`config.mk`:
```
export PLATFORM = sky130hd
export DESIGN_NAME = fetch_stage_flat
export DESIGN_NICKNAME = d
export VERILOG_FILES = /design/src/rtl/mips_pkg.sv /design/src/rtl/fetch_stage_if.sv /design/src/rtl/fetch_stage_if_id_reg.sv /design/src/rtl/fetch_stage.sv /design/src/flat_wrapper.sv
export SDC_FILE = /design/constraint.sdc
export NUM_CORES = 1
export LEC_CHECK = 0
export CAP_MARGIN = 20
export CELL_PAD_IN_SITES_DETAIL_PLACEMENT = 2
export CELL_PAD_IN_SITES_GLOBAL_PLACEMENT = 2
export CORE_UTILIZATION = 26
export CTS_CLUSTER_DIAMETER = 40
export DETAILED_ROUTE_END_ITERATION = 16
export GPL_TIMING_DRIVEN = 0
export MAX_ROUTING_LAYER = met4
export PLACE_DENSITY = 0.81
export RECOVER_POWER = 100
export SYNTH_ARGS = -nofsm -noshare
export SYNTH_HDL_FRONTEND = slang
export SYNTH_HIERARCHICAL = 1
export SYNTH_SLANG_ARGS = --single-unit
```
`constraint.sdc`:
```
create_clock -name clk -period 3.2 [get_ports clk]
set_clock_uncertainty 0.05 [all_clocks]
set_input_delay 0.96 -clock clk [delete_from_list [all_inputs] [get_ports clk]]
set_output_delay 0.96 -clock clk [all_outputs]
set_load 0.03 [all_outputs]
```
`src/rtl/mips_pkg.sv`:
```
// ---------------------------------------------------------------------------
// mips_pkg
//   Shared types and constants for the MIPS front end. Holds the fetch FSM
//   state type, the bubble instruction word and the opcode field values that
//   main_decoder decodes from instr_d[31:26].
//   No ports (package).
// ---------------------------------------------------------------------------
package mips_pkg;

  typedef enum logic [1:0] {
    S_REQ  = 2'd0,
    S_WAIT = 2'd1,
    S_HOLD = 2'd2
  } fetch_state_e;

  localparam logic [31:0] NOP_INSTR = 32'h0000_0000;

  localparam logic [5:0] OP_RTYPE = 6'h00;
  localparam logic [5:0] OP_J     = 6'h02;
  localparam logic [5:0] OP_JAL   = 6'h03;
  localparam logic [5:0] OP_BEQ   = 6'h04;
  localparam logic [5:0] OP_BNE   = 6'h05;
  localparam logic [5:0] OP_ADDI  = 6'h08;
  localparam logic [5:0] OP_LW    = 6'h23;
  localparam logic [5:0] OP_SW    = 6'h2B;

  // Instruction addresses are always word aligned.
  function automatic logic [31:0] word_align(input logic [31:0] addr);
    return addr & 32'hFFFF_FFFC;
  endfunction

endpackage

```
`src/rtl/fetch_stage_if.sv`:
```
// ---------------------------------------------------------------------------
// fetch_stage_if
//   Instruction-memory request/response channel between the fetch stage
//   (master) and instruction memory (slave).
//   req_valid  master->slave  request valid
//   req_addr   master->slave  byte address of the requested word
//   req_ready  slave->master  request accepted this cycle
//   rsp_valid  slave->master  response word valid
//   rsp_data   slave->master  instruction word
// ---------------------------------------------------------------------------
interface fetch_stage_if;
  logic        req_valid;
  logic [31:0] req_addr;
  logic        req_ready;
  logic        rsp_valid;
  logic [31:0] rsp_data;

  modport master (
    output req_valid, req_addr,
    input  req_ready, rsp_valid, rsp_data
  );

  modport slave (
    input  req_valid, req_addr,
    output req_ready, rsp_valid, rsp_data
  );
endinterface

```
`src/rtl/fetch_stage_if_id_reg.sv`:
```
// ---------------------------------------------------------------------------
// if_id_reg
//   IF/ID pipeline register. Priority: reset, flush (bubble), stall (hold),
//   load (new word), otherwise bubble.
//   clk, rst_n       clock, synchronous active-low reset
//   flush            force a bubble, overrides stall
//   stall            keep current contents
//   load             capture instr_in / pc_plus4_in as a valid instruction
//   instr_d          registered instruction (NOP when invalid)
//   pc_plus4_d       registered pc+4 of instr_d
//   valid_d          register holds a real instruction
// ---------------------------------------------------------------------------
module if_id_reg
  import mips_pkg::*;
(
  input  logic        clk,
  input  logic        rst_n,
  input  logic        flush,
  input  logic        stall,
  input  logic        load,
  input  logic [31:0] instr_in,
  input  logic [31:0] pc_plus4_in,
  output logic [31:0] instr_d,
  output logic [31:0] pc_plus4_d,
  output logic        valid_d
);

  logic [31:0] ir_instr_q, ir_instr_d;
  logic [31:0] ir_pc4_q, ir_pc4_d;
  logic        ir_valid_q, ir_valid_d;

  always_comb begin
    ir_instr_d = ir_instr_q;
    ir_pc4_d   = ir_pc4_q;
    ir_valid_d = ir_valid_q;
    if (flush) begin
      ir_instr_d = NOP_INSTR;
      ir_valid_d = 1'b0;
    end else if (!stall) begin
      if (load) begin
        ir_instr_d = instr_in;
        ir_pc4_d   = pc_plus4_in;
        ir_valid_d = 1'b1;
      end else begin
        // pc_plus4_d keeps its last value under a bubble; only valid/instr matter
        ir_instr_d = NOP_INSTR;
        ir_valid_d = 1'b0;
      end
    end
  end

  always_ff @(posedge clk) begin
    if (!rst_n) begin
      ir_instr_q <= NOP_INSTR;
      ir_pc4_q   <= 32'h0;
      ir_valid_q <= 1'b0;
    end else begin
      ir_instr_q <= ir_instr_d;
      ir_pc4_q   <= ir_pc4_d;
      ir_valid_q <= ir_valid_d;
    end
  end

  assign instr_d    = ir_instr_q;
  assign pc_plus4_d = ir_pc4_q;
  assign valid_d    = ir_valid_q;

endmodule

```
`src/rtl/fetch_stage.sv`:
```
// ---------------------------------------------------------------------------
// fetch_stage
//   Instruction fetch plus IF/ID register. Owns the PC, keeps at most one
//   instruction-memory request outstanding, applies decode redirects and
//   hazard stalls.
//   Build option: FETCH_PERF_EN adds perf_fetch_cnt / perf_bubble_cnt.
//   clk, rst_n       clock, synchronous active-low reset
//   stall_d          hold IF/ID and PC
//   redirect_valid   taken branch/jump from decode (beats stall_d)
//   redirect_pc      redirect target, low two bits ignored
//   imem             instruction memory channel (master side)
//   instr_d          IF/ID instruction, NOP when invalid
//   pc_plus4_d       IF/ID pc+4
//   valid_d          IF/ID holds a real instruction
//   perf_fetch_cnt   (FETCH_PERF_EN) instructions loaded into IF/ID
//   perf_bubble_cnt  (FETCH_PERF_EN) cycles IF/ID loaded a bubble
//
//   state  | meaning
//   S_REQ  | request for pc presented, waiting for req_ready
//   S_WAIT | request accepted, waiting for rsp_valid
//   S_HOLD | word received during stall, parked in hold register
// ---------------------------------------------------------------------------
module fetch_stage
  import mips_pkg::*;
#(
  parameter logic [31:0] RESET_PC = 32'h0000_0000
) (
  input  logic                clk,
  input  logic                rst_n,
  input  logic                stall_d,
  input  logic                redirect_valid,
  input  logic [31:0]         redirect_pc,
  fetch_stage_if.master       imem,
  output logic [31:0]         instr_d,
  output logic [31:0]         pc_plus4_d,
  output logic                valid_d
`ifdef FETCH_PERF_EN
  ,
  output logic [31:0]         perf_fetch_cnt,
  output logic [31:0]         perf_bubble_cnt
`endif
);

  fetch_state_e state_q, state_d;
  logic [31:0]  pc_q, pc_d;
  logic         discard_q, discard_d;
  logic [31:0]  hold_q, hold_d;

  logic [31:0]  pc_plus4;
  logic [31:0]  redirect_tgt;
  logic         deliver;
  logic [31:0]  deliver_instr;

  assign pc_plus4     = pc_q + 32'd4;
  assign redirect_tgt = word_align(redirect_pc);

  // The unaccepted request simply follows pc, so a redirect in S_REQ retargets
  // it on the next cycle without extra state.
  assign imem.req_valid = rst_n && (state_q == S_REQ);
  assign imem.req_addr  = pc_q;

  always_comb begin
    state_d       = state_q;
    pc_d          = pc_q;
    discard_d     = discard_q;
    hold_d        = hold_q;
    deliver       = 1'b0;
    deliver_instr = NOP_INSTR;

    unique case (state_q)
      S_REQ: begin
        if (redirect_valid) begin
          pc_d = redirect_tgt;
          // A request accepted in the redirect cycle is for the stale pc.
          if (imem.req_ready) begin
            state_d   = S_WAIT;
            discard_d = 1'b1;
          end
        end else if (imem.req_ready) begin
          state_d = S_WAIT;
        end
      end

      S_WAIT: begin
        if (redirect_valid) begin
          pc_d = redirect_tgt;
          if (imem.rsp_valid) begin
            state_d   = S_REQ;
            discard_d = 1'b0;
          end else begin
            discard_d = 1'b1;
          end
        end else if (imem.rsp_valid) begin
          if (discard_q) begin
            state_d   = S_REQ;
            discard_d = 1'b0;
          end else if (!stall_d) begin
            deliver       = 1'b1;
            deliver_instr = imem.rsp_data;
            pc_d          = pc_plus4;
            state_d       = S_REQ;
          end else begin
            hold_d  = imem.rsp_data;
            state_d = S_HOLD;
          end
        end
      end

      S_HOLD: begin
        if (redirect_valid) begin
          pc_d    = redirect_tgt;
          state_d = S_REQ;
        end else if (!stall_d) begin
          deliver       = 1'b1;
          deliver_instr = hold_q;
          pc_d          = pc_plus4;
          state_d       = S_REQ;
        end
      end

      default: begin
        state_d = S_REQ;
      end
    endcase
  end

  always_ff @(posedge clk) begin
    if (!rst_n) begin
      state_q   <= S_REQ;
      pc_q      <= RESET_PC;
      discard_q <= 1'b0;
      hold_q    <= NOP_INSTR;
    end else begin
      state_q   <= state_d;
      pc_q      <= pc_d;
      discard_q <= discard_d;
      hold_q    <= hold_d;
    end
  end

  if_id_reg u_if_id_reg (
    .clk         (clk),
    .rst_n       (rst_n),
    .flush       (redirect_valid),
    .stall       (stall_d),
    .load        (deliver),
    .instr_in    (deliver_instr),
    .pc_plus4_in (pc_plus4),
    .instr_d     (instr_d),
    .pc_plus4_d  (pc_plus4_d),
    .valid_d     (valid_d)
  );

`ifdef FETCH_PERF_EN
  logic [31:0] fetch_cnt_q, fetch_cnt_d;
  logic [31:0] bubble_cnt_q, bubble_cnt_d;
  logic        bubble_load;

  // Mirrors the IF/ID priority: a flush or an unstalled empty cycle is a bubble.
  assign bubble_load = redirect_valid || (!stall_d && !deliver);

  always_comb begin
    fetch_cnt_d  = fetch_cnt_q;
    bubble_cnt_d = bubble_cnt_q;
    if (deliver)     fetch_cnt_d  = fetch_cnt_q + 32'd1;
    if (bubble_load) bubble_cnt_d = bubble_cnt_q + 32'd1;
  end

  always_ff @(posedge clk) begin
    if (!rst_n) begin
      fetch_cnt_q  <= 32'h0;
      bubble_cnt_q <= 32'h0;
    end else begin
      fetch_cnt_q  <= fetch_cnt_d;
      bubble_cnt_q <= bubble_cnt_d;
    end
  end

  assign perf_fetch_cnt  = fetch_cnt_q;
  assign perf_bubble_cnt = bubble_cnt_q;
`endif

endmodule

```
`src/flat_wrapper.sv`:
```
// flat-port wrapper written by rule: the top's interface ports become plain ports
module fetch_stage_flat import mips_pkg::*;
#(
  parameter logic [31:0] RESET_PC = 32'h0000_0000
)
  (clk, rst_n, stall_d, redirect_valid, redirect_pc, instr_d, pc_plus4_d, valid_d, imem_req_valid, imem_req_addr, imem_req_ready, imem_rsp_valid, imem_rsp_data);
  fetch_stage_if imem_i ();
  input  logic clk;
  input  logic rst_n;
  input  logic stall_d;
  input  logic redirect_valid;
  input  logic [31:0] redirect_pc;
  output logic [31:0] instr_d;
  output logic [31:0] pc_plus4_d;
  output logic valid_d;
  output wire logic [$bits(imem_i.req_valid)-1:0] imem_req_valid;
  output wire logic [$bits(imem_i.req_addr)-1:0] imem_req_addr;
  input wire logic [$bits(imem_i.req_ready)-1:0] imem_req_ready;
  input wire logic [$bits(imem_i.rsp_valid)-1:0] imem_rsp_valid;
  input wire logic [$bits(imem_i.rsp_data)-1:0] imem_rsp_data;
  assign imem_req_valid = imem_i.req_valid;
  assign imem_req_addr = imem_i.req_addr;
  assign imem_i.req_ready = imem_req_ready;
  assign imem_i.rsp_valid = imem_rsp_valid;
  assign imem_i.rsp_data = imem_rsp_data;
  fetch_stage #(.RESET_PC(RESET_PC)) u_core (.clk(clk), .rst_n(rst_n), .stall_d(stall_d), .redirect_valid(redirect_valid), .redirect_pc(redirect_pc), .imem(imem_i), .instr_d(instr_d), .pc_plus4_d(pc_plus4_d), .valid_d(valid_d));
endmodule
```
==> results <==
- The number of cells on the worst reg-to-reg path is 10.
- The worst-case IR drop observed on VDD is 0.338 mV.
- The clock reaches the later pin of the worst-skew pair after 0.42 ns.
- Headroom to the max-slew limit came out at 0.362.
- The cell count after placement is 1356.
- Setup violations remaining at the end of the flow were counted as 0.
- Across all setup checks in the final design, the least slack found is 0.0841 ns.
- The gate count after technology mapping is 855.
- The placeable core area is 26000 sq um.
- The critical path class is in -> reg.
- The area after detailed placement is 8910 sq um.
- Overall power consumption after layout is estimated at roughly 4.8 mW.
- In the final design database the tool counted 1118 nets.
- Setup repair after global routing left no endpoint under its margin.
- The first global-routing pass estimated 44.4 mm of wire.
- The terminating pin of the worst hold path is u_core/u_if_id_reg/pc_plus4_d[10].
- Leaving out fill and tap cells, the most frequent cell in the layout is nand2_1.
- For flop-to-flop paths, the worst setup slack is 0.40 ns.
- Leaving out fill and tap cells, the most frequent cells in the layout are nand2_1, dfxtp_1, dlygate4sd3_1.
- For this run, asynchronously set or reset flops after synthesis account for 0.
- The worst setup path is launched from a primary input.
- The iteration count of the initial detailed-routing pass is 5.
- The count of max-cap constraint violations is 0.
- The total overflow left after global routing is 0.
- Clock-pin slew was measured on the worst setup and hold paths at 0.06 ns.
- The maximum number of buffers from clock root to sink is 2.
- Counting every sink on the clock net gives 130.
- The routed design has about 29 mm of wire.
- The HPWL after detailed placement is 20.9 mm.
- The number of register bits inferred by synthesis is 130.
- The worst setup slack before clock tree synthesis is -1.43 ns.
- The width of the die is around 160 microns.
- The number of failing hold endpoints at the final stage was 0.
- The count of input and output buffers is roughly 160.
- Across all layers, the routed design uses 7185 vias.
- The die covers 27000 sq um.
- The flow ran to the end, and the final reports show no timing, DRC or antenna violations.
- Clock tree synthesis selected as its root buffer the cell clkbuf_16.
- In the final layout, the share of cells above drive strength 1 is 0.0796.
- STA classifies the critical path endpoint as a flop.
- For this run, the total global-route usage over all layers was measured as 0.224.
- For this run, the leading register cell type out of synthesis is dfxtp_1.
- The total power density per cell area is around 500 nW/um^2.
- Dividing the synthesized area by the synthesized cell count gives 8.01 sq um.
- The via count of the first global-routing pass is 7659.
- The largest fanout on the critical path is 10.
- In this run, synthesis inferred 0 flip-flops with an integrated enable.
- In the final timing run, aggregate negative setup slack is 0 ns.
- Dividing the final minimum period by the clock period gives 0.974.
- The number of unique standard cell types used by synthesis is 59.
- The placer's final routability congestion estimate is 0.831.
- The die is 164 microns tall.
- The total of warnings raised by yosys is 6.
- The register area share after synthesis is 0.380.
- The synthesis-to-layout area growth is 40.5%.
- The antenna diode count is 0.
- The cell area after layout is approximately 9600 sq um.
- Entering global routing, the biggest net connects 17 pins.
- The highest clock rate is 321 MHz.
- The total leakage power is 3.51 nW.
- The number of slew-limit violations in the final report is 0.
- In this run the cell area of the synthesized design comes to between 6000 and 7000 sq um.
- The worst register-to-register path ends at u_core/u_if_id_reg/pc_plus4_d[19].
- The vias per cell is ~5.2.
- The number of antenna violations at the first check in global routing is 0.
- The data arrival time of the critical path is approximately 3.4 ns.
- In this run the critical register-to-register path is launched from u_core/state_q[0].
- Hold timing on the final database bottoms out at a slack of 0.403 ns.
- The clock tree from TritonCTS is yes.
- The starting density of the core is 0.264.
- The average wire length per cell after detail routing is 20.7 microns.
- The count of fill cells added during filler insertion is slightly below 3000.
- The worst endpoint required time is approximately 3.5 ns.
- The worst hold path belongs to the class reg -> reg.
- The worst hold path stage count is 2.
- The number of top-level pins is 168.
- The initialized floorplan defines 59 standard-cell rows.
- The minimum clock period is 3.12 ns.
- The actual transition at the worst max-transition pin is 0.949 ns.
- The finished layout holds 1390 standard cells, fillers aside.
- CTS built an H-tree with a depth of 4.
- The worst hold path begins at u_core/u_if_id_reg/pc_plus4_d[10].
- The number of CTS-inserted buffers is 17.
- The number of DRC markers in iteration 0 is 253.
- The count of nets left with antenna violations once routing finished came out at 0.
- For this run, the share of the core covered by cells in the final layout is 0.370.
- For this run, design rule violations remaining after detail routing come to 0.
- The timing startpoint of the critical path is stall_d.
sequential cells by signal (all words and copies together) (netlist names):
| name | flops |
|---|---|
| u_core/discard_q | 1 |
| u_core/hold_q | 32 |
| u_core/imem.req_addr | 30 |
| u_core/state_q | 2 |
| u_core/u_if_id_reg/instr_d | 32 |
| u_core/u_if_id_reg/pc_plus4_d | 32 |
| u_core/u_if_id_reg/valid_d | 1 |
kinds of logic after synthesis:
logic type,share of synthesized area
flip-flops,0.380
AO/OA/AOI/OAI,0.181
AND/OR/NAND/NOR,0.275
XOR/XNOR,0.0358
multiplexers,0.0555
adder cells (fa/ha/maj),0.0110
buffers and inverters,0.0610
other,0.000548
area by class of cell:
class                   instances  area, sq um  share of cell area
well taps                     335          419              0.0436
clock buffers                  17          425              0.0442
plain buffers                  76          414              0.0430
multi-input cells             642         3880               0.403
clock inverters                15          206              0.0215
flip-flops and latches        130         2600               0.270
inverters                      10         37.5             0.00390
repair buffers                165         1640               0.171
per-layer routing:
metal | vias to the layer above | global-route usage | part of all wire
met3 | 38 | 0.0290 | 0.026
met2 | 137 | 0.374 | 0.49
met5 | - | - | 0
met4 | 0 | 0.0699 | 0.021
li1 | 3352 | - | -
met1 | 3658 | 0.280 | 0.46
repair_timing:
item                       in CTS  in global routing
hold buffers                    0                  0
resized for setup              34                 11
setup endpoints to repair      91                 97
buffers inserted                2                  0
pin swaps                       2                  0
synthesized netlist by cell type, types with 9 or more instances:
cell type	number	area, sq um
nand2_1	194	728
dfxtp_1	130	2600
clkbuf_1	48	180
a21oi_1	46	230
mux2i_1	38	380
a22oi_1	36	270
nor2b_1	36	225
a21boi_0	34	255
nand3b_1	33	248
nand3_1	29	145
nor2_1	24	90.1
o21ai_0	19	95.1
buf_2	16	80.1
nor3_1	16	80.1
xnor2_1	16	140
xor2_1	12	105
inv_1	10	37.5
nand4_1	9	56.3
worst max-delay path, stage by stage:
cell and delay (ns):
clkdlybuf4s50_1 0.62, clkbuf_2 0.31, a21oi_1 0.15, o221ai_2 0.38
clkbuf_4 0.33, buf_2 0.29, nor2_1 0.08, a31oi_1 0.14
o21ai_1 0.08
worst max-delay path by stage:
| stage | slack, ns | end |
|---|---|---|
| floorplan | 0.16 | u_core/u_if_id_reg/pc_plus4_d[10] |
| global placement | -1.41 | imem_req_valid |
| detailed placement | -1.43 | imem_req_valid |
| CTS | 0.008 | u_core/u_if_id_reg/pc_plus4_d[18] |
| global route | 0.002 | u_core/u_if_id_reg/instr_d[11] |
| finish | 0.08 | u_core/imem.req_addr[31] |
power breakdown:
part	total, mW	internal, mW	switching [mW]
Clock	2.14	1.31	0.829
Combinational	0.907	0.347	0.560
Sequential	1.78	1.68	0.0947
Power figures use the tool's default switching activity.
==> variant: new RTL, same settings <==
Encoding of `fetch_state_e`: now one-hot (3 bits for 3 states).
--- a/src/rtl/mips_pkg.sv
+++ b/src/rtl/mips_pkg.sv
@@ -7,10 +7,10 @@
 // ---------------------------------------------------------------------------
 package mips_pkg;
 
-  typedef enum logic [1:0] {
-    S_REQ  = 2'd0,
-    S_WAIT = 2'd1,
-    S_HOLD = 2'd2
+  typedef enum logic [2:0] {
+    S_REQ  = 3'b001,
+    S_WAIT = 3'b010,
+    S_HOLD = 3'b100
   } fetch_state_e;
 
   localparam logic [31:0] NOP_INSTR = 32'h0000_0000;
Check against the original RTL: same outputs for any inputs over 4 cycles, from zero or initial values and one cycle with rst_n low; so few cycles prove little.
==> variant against the unedited design <==
Worst setup slack better by 0.020 ns; final cell count is 4.0% lower; count of clock-buffer cells in the layout up 4; combinational power down 46%; via count decreased by 6.8%; sequential cell count is 1 higher; final area fell by 2.6%; hold slack got worse by 0.00052 ns; synthesized area decreased by 3.2%; total power is 9.5% lower; wire length is 8.7% lower; largest cell class unchanged.
==> variant: results (changes against the unedited design) <==
hold_path:
  min_from: "u_core/u_if_id_reg/instr_d[24]$_SDFFE_PP0N_"
  holdPathEnd: "u_core/u_if_id_reg/instr_d[24]$_SDFFE_PP0N_"
placement:
  hpwl_mm: 18.71  # -11%
  preCtsSetupSlack_ns: -1.313  # +0.1138 ns
  gp_congestion: 0.8044  # -3.2%
critical_path:
  r2r_start: "u_core/imem.req_addr[2]$_SDFFE_PN0P_"
  reg2reg_slack_ns: 0.31  # -0.09 ns
  cp_max_fo: 10  # unchanged
  endpoint: "u_core/imem.req_addr[25]$_SDFFE_PN0P_"
  reg2reg_to: "u_core/u_if_id_reg/pc_plus4_d[26]$_SDFFE_PN0P_"
  critPathTopFamily: "simple AND/OR/NAND/NOR gates"
  crit_start: "redirect_valid"
  crit_path_max_incr_delay_ns: 0.78  # +0.16 ns
  r2r_cells: 9  # -1
power_and_ir_drop:
  switchingPower_mw: 1.142  # -23%
  pg_clk_mw: 2.16
  intPower_mw: 3.226  # -3.4%
  p_leak_nw: 3.536  # +0.70%
  peakVddDrop_mv: 0.2772  # -18%
  seq_cell_power_mw: 1.72  # -3%
route:
  wl_met2_mm: 12.98  # -7.5%
  vias: 6696  # -6.8%
  wl_met1_mm: 11.51  # -14%
  firstDrtPassIters: 4  # -1
  drt_iter0_markers: 241  # -4.7%
  dr_wl_met3_mm: 1.362  # +81%
  drt-wirelength-per-cell_microns: 19.65  # -5.0%
layout:
  fill_cells: 2870  # -2.4%
  drive_above_1_share_pct: 7.677  # -0.29 points
  multi_input_area_sq_um: 3617  # -6.7%
  fin_nets: 1061  # -5.1%
sta:
  tightest_slew_ns: 0.7341  # -0.2153 ns
  period_minus_slack_ns: 3.096  # -0.02000 ns
synth:
  synth_xor_area_share_pct: 3.832  # +0.25 points
  synth_compound_area_share_pct: 18.38  # +0.32 points
  yosys-mux-area-fraction_pct: 5.134  # -0.42 points
  synth_area_leaders: "dfxtp_1 40%, nand2_1 12%, mux2i_1 5.1%"
  synth_commonest_cells: "204 x nand2_1, 131 x dfxtp_1, 47 x a21oi_1"
  ys_seq_area_share_pct: 39.56  # +1.6 points
  synthArstFlopShare_pct: 0  # unchanged
  synth_cell_types: 54  # -8.5%
  synthAdderAreaFrac_pct: 0.1888  # -0.91 points
outcome:
  status: "finished clean"
global_routing:
  antenna_found_initial: 2  # +2
  grtUsageTotal_pct: 21.00  # -1.4 points
  grt_pass1_vias: 7207  # -5.9%
  grt_pass1_wl_mm: 40.97  # -7.7%
clock_network:
  postCtsSetupBuffers: 0  # -2
  cts_buffer_depth: 2  # unchanged
  insertion_delay_ns: 0.43
## variant: cell count changes after synthesis, sizes merged, moves of 5 or more
cell,change
ha,-5
nand2,+10
a21boi,+7
a32o,-5
a22o,+30
nor2b,-36
nor3,-9
a22oi,-34
xor2,+5
buf,-5
## variant: logic make-up (layout without fill, tap and decap cells)
| group | after synthesis | after routing |
|---|---|---|
| other cells | 1 | 6 |
| compound gates | 177 | 177 |
| fa+ha+maj | 1 | 1 |
| simple gates | 355 | 355 |
| mux | 34 | 34 |
| flops | 131 | 131 |
| xor+xnor | 29 | 29 |
| buf+inv | 78 | 272 |
## variant: metal layers
layer  up-vias  GRT usage, %
li1       3167             -
met1      3327         25.01
met2       176         35.34
met3        26         4.494
met4         0         6.432
met5         -             -
## variant: through the flow
| step | hold WS, ns | instances |
|---|---|---|
| 2_1_floorplan | 0.3931 | 809 |
| 3_3_place_gp | 0.3877 | 1302 |
| 3_5_place_dp | 0.4010 | 1302 |
| 4_1_cts | 0.4050 | 1334 |
| 5_1_grt | 0.4211 | 1335 |
| 6_report | 0.4027 | 1335 |
## variant: worst reg2reg max path, cell delays in order (launching register included)
cell and delay (ns):
dfxtp_1 0.46, ha_1 0.28, nand3_1 0.14, clkbuf_1 0.29, nor4_2 0.62, nand2_1 0.31
nor2_1 0.19, xor2_1 0.24, nand2_1 0.09, mux2i_1 0.15
## variant: cell type report
type | instances | area share [%]
inverter | 10 | 0.4006
clock buffer | 21 | 4.914
sequential | 131 | 27.99
clock inverter | 11 | 1.883
buffer | 67 | 4.380
multi-input combinational | 600 | 38.60
timing repair buffer | 163 | 17.37
antenna | 2 | 0.05341
tap | 330 | 4.406
## variant: repair_timing
item                                   CTS  global route
setup endpoints to repair               71            23
hold buffers                             0             0
gates resized for setup                 14            12
endpoints found under the hold margin    0             0
